===== src/rtl/irq_arbiter.sv =====
// rtl/irq_arbiter.sv - four-line interrupt edge latch, mask, arbitration and vector/ack handshake
//
// Purpose: latches rising edges of irq_in as pending bits, masks them with the
// IO-writable enable register, picks one winner and presents it to the CPU as
// int_req plus int_vector. A CPU acknowledge retires the winner, which clears its
// pending bit and sends a one-cycle clear pulse back to the peripheral.
//
// Configuration macro: IRQ_ROTATE_PRIORITY_EN
//   defined   -> rotating priority; the search starts at a 2-bit pointer that moves
//                to the bit after the one just acknowledged
//   undefined -> fixed priority, bit 0 highest
//
// Ports:
//   clk, reset             clock, synchronous active-high reset
//   irq_in[3:0]            peripheral interrupt levels (bit 0 = interrupt_0)
//   cpu_ie                 CPU global interrupt enable
//   int_req, int_vector    request and 16-bit vector to the CPU control unit
//   int_ack                one-cycle accept pulse from the control unit
//   irq_clr[3:0]           one-hot, one-cycle clear pulse to the retired peripheral
//   io_addr, io_wr_en, io_rd_en, io_din, io_dout
//                          IO register port (enable at EN_ADDR, pending at PEND_ADDR)

module irq_arbiter #(
  parameter logic [15:0] VECTOR_BASE   = 16'h0008,
  parameter logic [15:0] VECTOR_STRIDE = 16'd4,
  parameter logic [7:0]  EN_ADDR       = 8'h00,
  parameter logic [7:0]  PEND_ADDR     = 8'h01
) (
  input  logic        clk,
  input  logic        reset,
  input  logic [3:0]  irq_in,
  input  logic        cpu_ie,
  output logic        int_req,
  input  logic        int_ack,
  output logic [15:0] int_vector,
  output logic [3:0]  irq_clr,
  input  logic [7:0]  io_addr,
  input  logic        io_wr_en,
  input  logic        io_rd_en,
  input  logic [7:0]  io_din,
  output logic [7:0]  io_dout
);

  typedef enum logic [1:0] {
    IDLE = 2'd0,
    REQ  = 2'd1,
    DONE = 2'd2
  } state_t;

  state_t      state;
  state_t      state_next;
  logic [3:0]  enable;
  logic [3:0]  pending;
  logic [3:0]  irq_d;
  logic [1:0]  id;
  logic [3:0]  eligible;
  logic [1:0]  winner;
  logic        load_id;
  logic        retire;
  logic [3:0]  pend_set;
  logic [3:0]  pend_clr;
  logic        unused_din;

  // Only the low nibble of write data is architected.
  assign unused_din = ^io_din[7:4];

  assign eligible = pending & enable;
  assign pend_set = irq_in & ~irq_d;

  // Vector follows the latched id, so it is stable for the whole REQ phase.
  assign int_vector = VECTOR_BASE + 16'(id) * VECTOR_STRIDE;

`ifdef IRQ_ROTATE_PRIORITY_EN
  logic [1:0] ptr;
  logic [1:0] cand;

  // Search from the highest offset down so the lowest offset above ptr wins.
  always_comb begin
    winner = 2'd0;
    cand   = 2'd0;
    for (int k = 3; k >= 0; k--) begin
      cand = ptr + 2'(k);
      if (eligible[cand]) begin
        winner = cand;
      end
    end
  end

  always_ff @(posedge clk) begin
    if (reset) begin
      ptr <= 2'd0;
    end else if (retire) begin
      ptr <= id + 2'd1;
    end
  end
`else
  always_comb begin
    winner = 2'd0;
    for (int k = 3; k >= 0; k--) begin
      if (eligible[k]) begin
        winner = 2'(k);
      end
    end
  end
`endif

  always_comb begin
    state_next = state;
    int_req    = 1'b0;
    retire     = 1'b0;
    load_id    = 1'b0;
    case (state)
      IDLE: begin
        if (cpu_ie && (|eligible)) begin
          load_id    = 1'b1;
          state_next = REQ;
        end
      end
      REQ: begin
        int_req = 1'b1;
        if (int_ack) begin
          retire     = 1'b1;
          state_next = DONE;
        end else if (!cpu_ie || !eligible[id]) begin
          // Request withdrawn (masked, cleared or globally disabled); no clear pulse.
          state_next = IDLE;
        end
      end
      DONE: begin
        // One quiet cycle lets the CPU's own IE clear take effect before re-arbitration.
        state_next = IDLE;
      end
      default: state_next = IDLE;
    endcase
  end

  // Clear sources: the retired id and any W1C write. A same-cycle set overrides both.
  always_comb begin
    pend_clr = 4'd0;
    if (retire) begin
      pend_clr = pend_clr | (4'b0001 << id);
    end
    if (io_wr_en && (io_addr == PEND_ADDR)) begin
      pend_clr = pend_clr | io_din[3:0];
    end
  end

  always_ff @(posedge clk) begin
    if (reset) begin
      state   <= IDLE;
      enable  <= 4'd0;
      pending <= 4'd0;
      irq_d   <= 4'd0;
      id      <= 2'd0;
      irq_clr <= 4'd0;
      io_dout <= 8'd0;
    end else begin
      state   <= state_next;
      irq_d   <= irq_in;
      pending <= (pending & ~pend_clr) | pend_set;
      irq_clr <= retire ? (4'b0001 << id) : 4'd0;
      if (load_id) begin
        id <= winner;
      end
      if (io_wr_en && (io_addr == EN_ADDR)) begin
        enable <= io_din[3:0];
      end
      if (io_rd_en) begin
        if (io_addr == EN_ADDR) begin
          io_dout <= {4'd0, enable};
        end else if (io_addr == PEND_ADDR) begin
          io_dout <= {4'd0, pending};
        end else begin
          io_dout <= 8'd0;
        end
      end
    end
  end

endmodule


===== config.mk =====
export PLATFORM = sky130hd
export DESIGN_NAME = irq_arbiter
export DESIGN_NICKNAME = d
export VERILOG_FILES = /design/src/rtl/irq_arbiter.sv
export SDC_FILE = /design/constraint.sdc
export NUM_CORES = 1
export LEC_CHECK = 0
export ABC_AREA = 1
export BUFFER_PORTS_ARGS = -buffer_cell sky130_fd_sc_hd__buf_2
export CORE_UTILIZATION = 40
export CTS_CLUSTER_DIAMETER = 200
export DETAILED_ROUTE_END_ITERATION = 12
export PLACE_DENSITY = 0.77
export SLEW_MARGIN = 20
export SYNTH_ARGS = -nofsm -noshare
export SYNTH_HDL_FRONTEND = slang
export SYNTH_SLANG_ARGS = --single-unit

===== constraint.sdc =====
create_clock -name clk -period 1.13 [get_ports clk]
set_input_delay 0.226 -clock clk [delete_from_list [all_inputs] [get_ports clk]]
set_output_delay 0.226 -clock clk [all_outputs]
set_load 0.1 [all_outputs]

==> results of run 1 <==
==> final timing paths <==
path	endpoint	slack (ps)	start	cells after the start
worst max register to register	irq_clr[1]$_SDFF_PP0_	10	state[1]$_SDFFE_PP0P_	5
worst min-delay path	irq_d[3]$_SDFF_PP0_	100	irq_in[3]	3
worst max-delay path	int_req	-110	state[1]$_SDFFE_PP0P_	4
worst min register to register	pending[2]$_SDFF_PP0_	470	irq_d[2]$_SDFF_PP0_	3
==> sequential cells by signal, indices dropped and copies added, names as in the netlist <==
signal	cells
id	2
io_dout	4
irq_d	4
enable	4
state	2
irq_clr	4
pending	4
==> metal layers <==
layer / GRT usage [%] / routed length [um]
met5: 0 / 0
met3: 2.838 / 135
met1: 17.60 / 1036
met4: 8.844 / 84
met2: 29.38 / 1256
==> logic make-up (layout without fill, tap and decap cells) <==
kind of cell	after synthesis	count (layout)	synth area share, %
other cells	1	17	0.2887
buf+inv	42	69	19.85
simple gates	115	115	39.98
flops	24	24	36.99
compound gates	7	7	2.890
==> power by group <==
part	switching (mW)	internal [mW]
Sequential	0.0233	0.874
Combinational	0.379	0.0973
Clock	0.255	0.130
==> repair_timing <==
action / 4_1_cts / 5_1_grt
setup endpoints to repair: 4 / 15
gates resized for setup: 6 / 16
buffers inserted: 5 / 4
==> cells in the mapped netlist (2+ instances only) <==
| library cell | instances |
|---|---|
| nand3_2 | 3 |
| dfxtp_1 | 24 |
| nor3_1 | 4 |
| buf_4 | 18 |
| nand3_1 | 15 |
| nand2_2 | 3 |
| nor2_1 | 33 |
| inv_1 | 20 |
| nor4_1 | 2 |
| nand2_1 | 48 |
| nand3b_1 | 4 |
| a21oi_1 | 6 |
==> worst min-delay path, stage by stage <==
cell and delay [ps]:
buf_2 90, inv_1 40, nor2_1 40
==> area by class of cell <==
cell class,instances,area (um2)
Inverter,21,82.58
Fill cell,303,1325
Multi-Input combinational cell,139,644.4
Sequential cell,24,513.0
Clock inverter,1,3.754
Tap cell,44,55.05
Clock buffer,3,22.52
Timing Repair Buffer,44,431.7
==> stage by stage <==
step / instances / hold WS (ps) / area [um2]
after floorplan: 205 / 308.6 / 1380
after global placement: 263 / 434.0 / 1617
after detailed placement: 263 / 443.1 / 1617
after CTS: 272 / 105.6 / 1692
after global routing: 276 / 98.84 / 1753
final: 276 / 102.2 / 1753
==> parameters.txt, run 1 <==
Parameter                              Value

Status
  Result of the run ... complete, but fails checks
  Violated checks ... negative setup slack

Worst setup path
  Dominant cell type by count on the critical path ... inv_2
  Arrival @ worst endpoint ... a little over 1000 ps
  Chain of cells forming the critical path ... inv_2 > nand2_2 > inv_2 > buf_12
  Cell class contributing the biggest share of worst-path delay ... flip-flops
  CP endpoint kind ... primary output
  WS Path Type ... reg -> out
  Biggest cell delay along the critical path ... roughly 350 ps
  Critical Path Source Type ... flip-flop
  CP required ... ~900 ps
  Buffers plus inverters on the worst setup path ... 3
  Slowest CP cell ... dfxtp_2
  Worst Path Max Fanout ... 2

GRT
  Vias in the first global route ... roughly 1,000
  Largest net degree at the start of global routing ... 15
  First-pass GRT wire length ... between 4 and 5 mm
  Gr usage total ... between 10% and 20%
  Initial antenna violation count ... 0
  Global route overflow ... 0

Finish
  Area growth from synthesis to layout ... 34.97%
  Antenna cell count ... 0
  Leading cell type in the layout, fill and taps excluded ... nand2_1
  Share of final-layout standard cells stronger than drive strength 1 ... a little under two fifths
  Top library cells by usage in the layout, fill and taps aside ... nand2_1, nor2_1, buf_2
  Final Core Density ... a little under three fifths
  Count of nets after finishing ... 259

CTS
  Count of hold buffers inserted by post-cts repair ... 0
  Maximum root-to-sink buffer count ... 2
  Worst skew pair latency ... around 320 ps
  Clock sink count ... 24
  Clock root cell ... clkbuf_4
  Number of H-tree branching levels ... 1
  Clock-pin slew of the registers on the worst-case setup and hold paths ... about 130 ps
  TritonCTS clock tree ... done
  CTS buffer count ... 3

Timing
  Hold violation count in the final report ... 0
  Number of pins with negative max-slew slack in the final report ... 0
  Total Neg Setup Slack ... -204.7 ps
  Post-route minimum period ... 1238 ps
  Clock skew after layout ... ~5.0 ps
  RSZ-0062 raised after global routing ... yes
  Fraction of the cycle the final worst path needs ... 109.5%
  Peak Freq ... 808.0 MHz
  Final number of setup-violating endpoints ... 2
  Least setup slack across all paths after layout ... -107.7 ps

Synth
  Area share of the leading cell type in the synthesized netlist ... 36.99%
  Sequential-to-total area share from yosys stat ... 36.99%
  Flop and latch count out of synthesis ... 24
  Post-synth design cell area ... ~0.0013 mm2
  Cells taking the most area after synthesis ... dfxtp_1, nand2_1, buf_4
  FFs w/ async S/R, synth ... 0%
  Gate Count Post-Synth ... approximately 190
  Number of flops mapped to enable cells by yosys ... 0
  Total number of yosys warnings ... 0
  Library cells used by synthesis ... 21
  Primary flip-flop cell chosen by synthesis mapping ... dfxtp_1
  Largest area contributor in the netlist ... dfxtp_1
  Mean cell area of the mapped netlist ... about 6.9 um2

Drt
  Post-DR wirelength/cell ... 9.101 um
  Final wirelength ... around 2.5 mm
  DR vias ... ~1,200
  DR DRC count ... 0
  Routed via count divided by cell count ... roughly 4.4
  Violation count after the first detailed-route iteration ... 33
  Final antenna-violating net count ... 0
  DR pass1 iterations ... 4

Floorplan
  Chip height ... about 60 um
  Starting Density ... a little over two fifths
  Core area ... between 0.003 and 0.004 mm2
  IO Count ... between 50 and 60
  Std-Cell Rows ... 20
  Die X ... around 59 um
  Die Footprint ... 0.003479 mm2

Power and ir drop
  LEAKAGE ... between 0.8 and 0.9 nW
  Power per Cell Area ... ~1000 mW/mm2
  Total power of the final layout ... roughly 1.8 mW
  Largest voltage drop on the vdd net ... 632.1 uV

Run
  Number of max-cap violations ... 0

Place
  Post-place setup slack ... -36.96 ps
  Final HPWL DP ... about 1.8 mm
  Port buffer count ... 33
  GP Congestion ... approximately 0.92

Hold path
  Worst min-delay path category ... in -> reg
(Power assumes the default switching activity.)
==> run 2, diff against run 1 <==
--- a/config.mk
+++ b/config.mk
@@ -15,3 +15,4 @@
 export SYNTH_ARGS = -nofsm -noshare
 export SYNTH_HDL_FRONTEND = slang
 export SYNTH_SLANG_ARGS = --single-unit
+export TNS_END_PERCENT = 20
==> constraint.sdc (replaced) <==
create_clock -name clk -period 1.13 [get_ports clk]
set_input_delay 0.226 -clock clk [delete_from_list [all_inputs] [get_ports clk]]
set_output_delay 0.226 -clock clk [all_outputs]
set_load 0.05 [all_outputs]
==> parameters.txt, run 2 (synthesized netlist as in run 1, its figures left out) <==
Parameter                              Value

Timing
  Peak Freq ... 849.0 MHz
  RSZ-0062 raised after global routing ... yes
  Hold violation count in the final report ... 0
  Least setup slack across all paths after layout ... -47.91 ps
  Post-route minimum period ... 1178 ps
  Final number of setup-violating endpoints ... 3
  Number of pins with negative max-slew slack in the final report ... 0
  Fraction of the cycle the final worst path needs ... 104.2%
  Clock skew after layout ... roughly 4.4 ps

Drt
  DR DRC count ... 0
  Final antenna-violating net count ... 0
  Violation count after the first detailed-route iteration ... 65
  DR vias ... 1,173
  DR pass1 iterations ... 4
  Post-DR wirelength/cell ... ~9.2 um
  Routed via count divided by cell count ... 4.328
  Final wirelength ... around 2.5 mm

CTS
  Clock sink count ... 24
  CTS buffer count ... 3
  Maximum root-to-sink buffer count ... 2
  Clock-pin slew of the registers on the worst-case setup and hold paths ... roughly 130 ps
  TritonCTS clock tree ... done
  Worst skew pair latency ... roughly 310 ps
  Number of H-tree branching levels ... 1
  Clock root cell ... clkbuf_4

GRT
  Grt met3 use ... ~3.3%
  Most congested layer reported by global routing ... met2
  Vias in the first global route ... a little under 1,000
  Initial antenna violation count ... 0
  Met2 track demand over resource ... around 24%
  Global route overflow ... 0
  Largest net degree at the start of global routing ... 15
  First-pass GRT wire length ... ~4 mm
  Gr usage total ... 14.77%
  M1 GR Usage ... 18.50%

Status
  Violated checks ... negative setup slack
  Result of the run ... complete, but fails checks

Place
  Port buffer count ... 33
  Post-place setup slack ... -31.44 ps
  Final HPWL DP ... 1.778 mm
  GP Congestion ... ~0.90

Floorplan
  Die Footprint ... 0.003479 mm2
  Std-Cell Rows ... 20
  Die X ... around 60 um
  Chip height ... ~60 um
  IO Count ... between 50 and 60
  Core area ... between 0.003 and 0.004 mm2
  Starting Density ... between 40 and 50%

Finish
  Antenna cell count ... 0
  Leading cell type in the layout, fill and taps excluded ... nand2_1
  Share of final-layout standard cells stronger than drive strength 1 ... about a third
  Top library cells by usage in the layout, fill and taps aside ... nand2_1, nor2_1, buf_2
  Area growth from synthesis to layout ... 22.35%
  Count of nets after finishing ... ~250

Power and ir drop
  Sequential Power Share ... roughly 54%
  Total power of the final layout ... 1.653 mW
  Logic pwr share ... 18.6%
  Internal power ... ~1.1 mW
  Sw power ... slightly above 0.5 mW
  Largest voltage drop on the vdd net ... between 500 and 600 uV
  Power per Cell Area ... roughly 1000 mW/mm2
  LEAKAGE ... approximately 0.8 nW
  Fraction of power spent switching nets ... between 30% and 40%
  Clock power frac ... 27.4%

Worst setup path
  Biggest cell delay along the critical path ... 350 ps
  Critical Path Source Type ... flip-flop
  Worst Path Max Fanout ... 2
  CP endpoint kind ... primary output
  Dominant cell type by count on the critical path ... inv_2
  Chain of cells forming the critical path ... inv_2 > nand2_2 > inv_2 > buf_8
  Count of cells along the worst register-to-register path ... 7
  Slowest CP cell ... dfxtp_2
  WS Path Type ... reg -> out
  CP required ... approximately 900 ps
  Arrival @ worst endpoint ... ~950 ps

Hold path
  Worst min-delay path category ... in -> reg
  Worst Hold Path Cells ... 3

Run
  Number of max-cap violations ... 0
run 2: changes by cell type in the layout (fill, tap and decap cells not counted), moves of 2 or more:
| cell | change |
|---|---|
| buf_8 | +2 |
| dfxtp_1 | +10 |
| dfxtp_2 | -9 |
| buf_6 | +3 |
| buf_12 | -12 |
| clkbuf_4 | +2 |
run 2: repair_timing:
action,in CTS,in global routing
gates resized for setup,17,25
pin swaps,0,3
setup endpoints to repair,8,15
hold endpoints to repair,0,0
hold buffers,0,0
buffers inserted,3,0
run 2: power groups by stage:
stage	Combinational (mW)	Sequential, mW	Clock, mW
finish	0.307	0.893	0.453
global route	0.334	0.897	0.498
CTS	0.302	0.892	0.462
detailed placement	0.296	0.911	0
global placement	0.294	0.910	0
floorplan	0.263	0.931	0
run 2: cell type report:
type,instances,area [um2]
multi-input cells,139,646.9
repair buffers,39,270.3
fillers,316,1489
well taps,44,55.05
clock buffers,4,36.28
flip-flops and latches,24,498.0
inverters,21,82.58
run 2: worst paths after layout:
| check | slack, ps | start | end |
|---|---|---|---|
| worst max-delay path | -50 | state[1]$_SDFFE_PP0P_ | int_req |
| worst min register to register | 470 | irq_d[0]$_SDFF_PP0_ | pending[0]$_SDFF_PP0_ |
| worst max register to register | -10 | id[1]$_SDFFE_PP0P_ | state[0]$_SDFFE_PP0P_ |
| worst min-delay path | 110 | irq_in[3] | irq_d[3]$_SDFF_PP0_ |
run 2: metrics by stage:
step / instances / setup TNS [ps] / util, % / cell area (um2) / hold slack [ps]
floorplan: 205 / -15.56 / - / 1368 / 308.6
global placement: 264 / -72.83 / 46.50 / 1431 / 434.2
detailed placement: 264 / -123.2 / 46.50 / 1431 / 441.2
CTS: 271 / -106.5 / 49.72 / 1530 / 104.1
global route: 271 / -386.7 / 51.63 / 1589 / 107.9
finish: 271 / -109.9 / 51.63 / 1589 / 109.1
run 2: worst max-delay path: cells and delay by family (launching register included):
kind / cells / cell delay (ps)
AND/OR/NAND/NOR: 1 / 50
flip-flops: 1 / 350
buffers and inverters: 3 / 240
run 2: metal layers:
layer  share of wire [%]  vias to the layer above
met5                   0                        -
met4                 2.4                        0
met3                 5.8                       10
met2                  48                       52
met1                  44                      484
li1                    -                      627
==> run 3, diff against run 2 <==
==> constraint.sdc (replaced) <==
create_clock -name clk -period 1.13 [get_ports clk]
set_input_delay 0 -clock clk [delete_from_list [all_inputs] [get_ports clk]]
set_output_delay 0 -clock clk [all_outputs]
set_load 0.05 [all_outputs]
==> parameters.txt, run 3 (synthesized netlist as in run 1, its figures left out) <==
Parameter                              Value

Place
  Final HPWL DP ... 1.813 mm
  GP Congestion ... around 0.91
  Standard cell area after detailed placement ... roughly 0.0014 mm2
  Post-place setup slack ... around 14 ps
  Port buffer count ... 33

Floorplan
  Std-Cell Rows ... 20
  Starting Density ... between 40% and 50%
  Die X ... 58.98 um
  Die Footprint ... between 0.003 and 0.004 mm2
  IO Count ... 55
  Core area ... approximately 0.003 mm2
  Chip height ... 58.98 um

GRT
  Initial antenna violation count ... 0
  First-pass GRT wire length ... a little over 4 mm
  Largest net degree at the start of global routing ... 15
  Global route overflow ... 0
  Gr usage total ... roughly 15%
  Vias in the first global route ... 1,002

Drt
  Post-DR wirelength/cell ... roughly 8.6 um
  Routed via count divided by cell count ... approximately 4.3
  Violation count after the first detailed-route iteration ... 35
  DR DRC count ... 0
  Final wirelength ... 2.388 mm
  DR pass1 iterations ... 4
  DR vias ... between 1,000 and 1,500
  Final antenna-violating net count ... 0

Timing
  Post-route minimum period ... approximately 1000 ps
  Clock skew after layout ... 1.461 ps
  RSZ-0062 raised after global routing ... yes
  Least setup slack across all paths after layout ... between 80 and 90 ps
  Number of pins with negative max-slew slack in the final report ... 0
  Hold violation count in the final report ... 0
  Peak Freq ... around 960 MHz
  Fraction of the cycle the final worst path needs ... between 90% and 100%
  Final number of setup-violating endpoints ... 0

CTS
  TritonCTS clock tree ... done
  Maximum root-to-sink buffer count ... 2
  Clock root cell ... clkbuf_4
  CTS buffer count ... 3
  Setup Fix Bufs, Post-CTS ... 0
  Clock sink count ... 24
  Clock-pin slew of the registers on the worst-case setup and hold paths ... 120 ps
  Worst skew pair latency ... about 310 ps
  Number of H-tree branching levels ... 1

Power and ir drop
  LEAKAGE ... approximately 0.81 nW
  Sequential Power Share ... a little over half
  Sw power ... approximately 0.5 mW
  Power per Cell Area ... approximately 1000 mW/mm2
  Logic pwr share ... 19.3%
  Fraction of power spent switching nets ... slightly below 30%
  Internal power ... 1.160 mW
  Largest voltage drop on the vdd net ... 702.0 uV
  Total power of the final layout ... ~1.7 mW
  Clock power frac ... approximately a quarter

Finish
  Share of final-layout standard cells stronger than drive strength 1 ... between 20% and 30%
  Fillers ... between 300 and 400
  Top library cells by usage in the layout, fill and taps aside ... nand2_1, nor2_1, buf_2
  Final Core Density ... between 50% and 60%
  Post-route standard cell area excluding fillers ... roughly 0.0016 mm2
  Leading cell type in the layout, fill and taps excluded ... nand2_1
  Antenna cell count ... 0
  Count of nets after finishing ... 260
  Area growth from synthesis to layout ... 22.16%

Worst setup path
  Worst Path Max Fanout ... 8
  CP endpoint kind ... primary output
  CP required ... roughly 1100 ps
  Critical Path Source Type ... flip-flop
  Arrival @ worst endpoint ... around 1100 ps
  WS Path Type ... reg -> out

Hold path
  Worst min-delay path category ... in -> reg

Status
  Result of the run ... finished clean

Run
  Number of max-cap violations ... 0
[run 3: final cells by class]
type | count | area [um2] | share of cell area, %
flip-flops and latches | 24 | 495.5 | 31.23
repair buffers | 45 | 286.5 | 18.06
inverters | 21 | 82.58 | 5.205
clock buffers | 4 | 36.28 | 2.287
well taps | 44 | 55.05 | 3.470
multi-input cells | 139 | 630.6 | 39.75
[run 3: worst max-delay path: stages, from the launching register on]
cell and delay [ps]:
dfxtp_4 420, clkinvlp_4 100, buf_2 210
[run 3: metal layers]
metal	part of all wire [%]	global-route usage (%)
met1	45	18.59
met2	50	26.79
met3	3.8	1.965
met4	1.0	6.803
met5	0	0
[run 3: final timing paths]
| path | start | to | slack (ps) | cells after the start |
|---|---|---|---|---|
| hold reg to reg | irq_d[1]$_SDFF_PP0_ | pending[1]$_SDFF_PP0_ | 470 | 3 |
| hold / removal | io_rd_en | io_dout[3]$_SDFFE_PP0P_ | 20 | 4 |
| setup / recovery | id[1]$_SDFFE_PP0P_ | int_vector[3] | 80 | 2 |
| setup reg to reg | state[1]$_SDFFE_PP0P_ | pending[1]$_SDFF_PP0_ | 90 | 6 |
[run 3: what timing repair did]
action | in CTS | in global routing
hold buffers | 10 | 0
resized for setup | 1 | 13
gates cloned | 0 | 0
setup endpoints to repair | 1 | 10
endpoints found under the hold margin | 10 | 0
pin swaps | 0 | 0
[run 3: through the flow]
step | setup TNS, ps | hold slack, ps | std cells
2_1_floorplan | -15.56 | 82.59 | 205
3_3_place_gp | 0 | 227.9 | 263
3_5_place_dp | 0 | 230.9 | 263
4_1_cts | 0 | 13.41 | 277
5_1_grt | -100.1 | 19.73 | 277
6_report | 0 | 17.43 | 277
[run 3: power groups by stage]
stage	clock, mW	combinational, mW	sequential, mW
2_1_floorplan	0	0.263	0.931
3_3_place_gp	0	0.289	0.911
3_5_place_dp	0	0.292	0.912
4_1_cts	0.455	0.319	0.893
5_1_grt	0.500	0.348	0.901
6_report	0.437	0.319	0.896
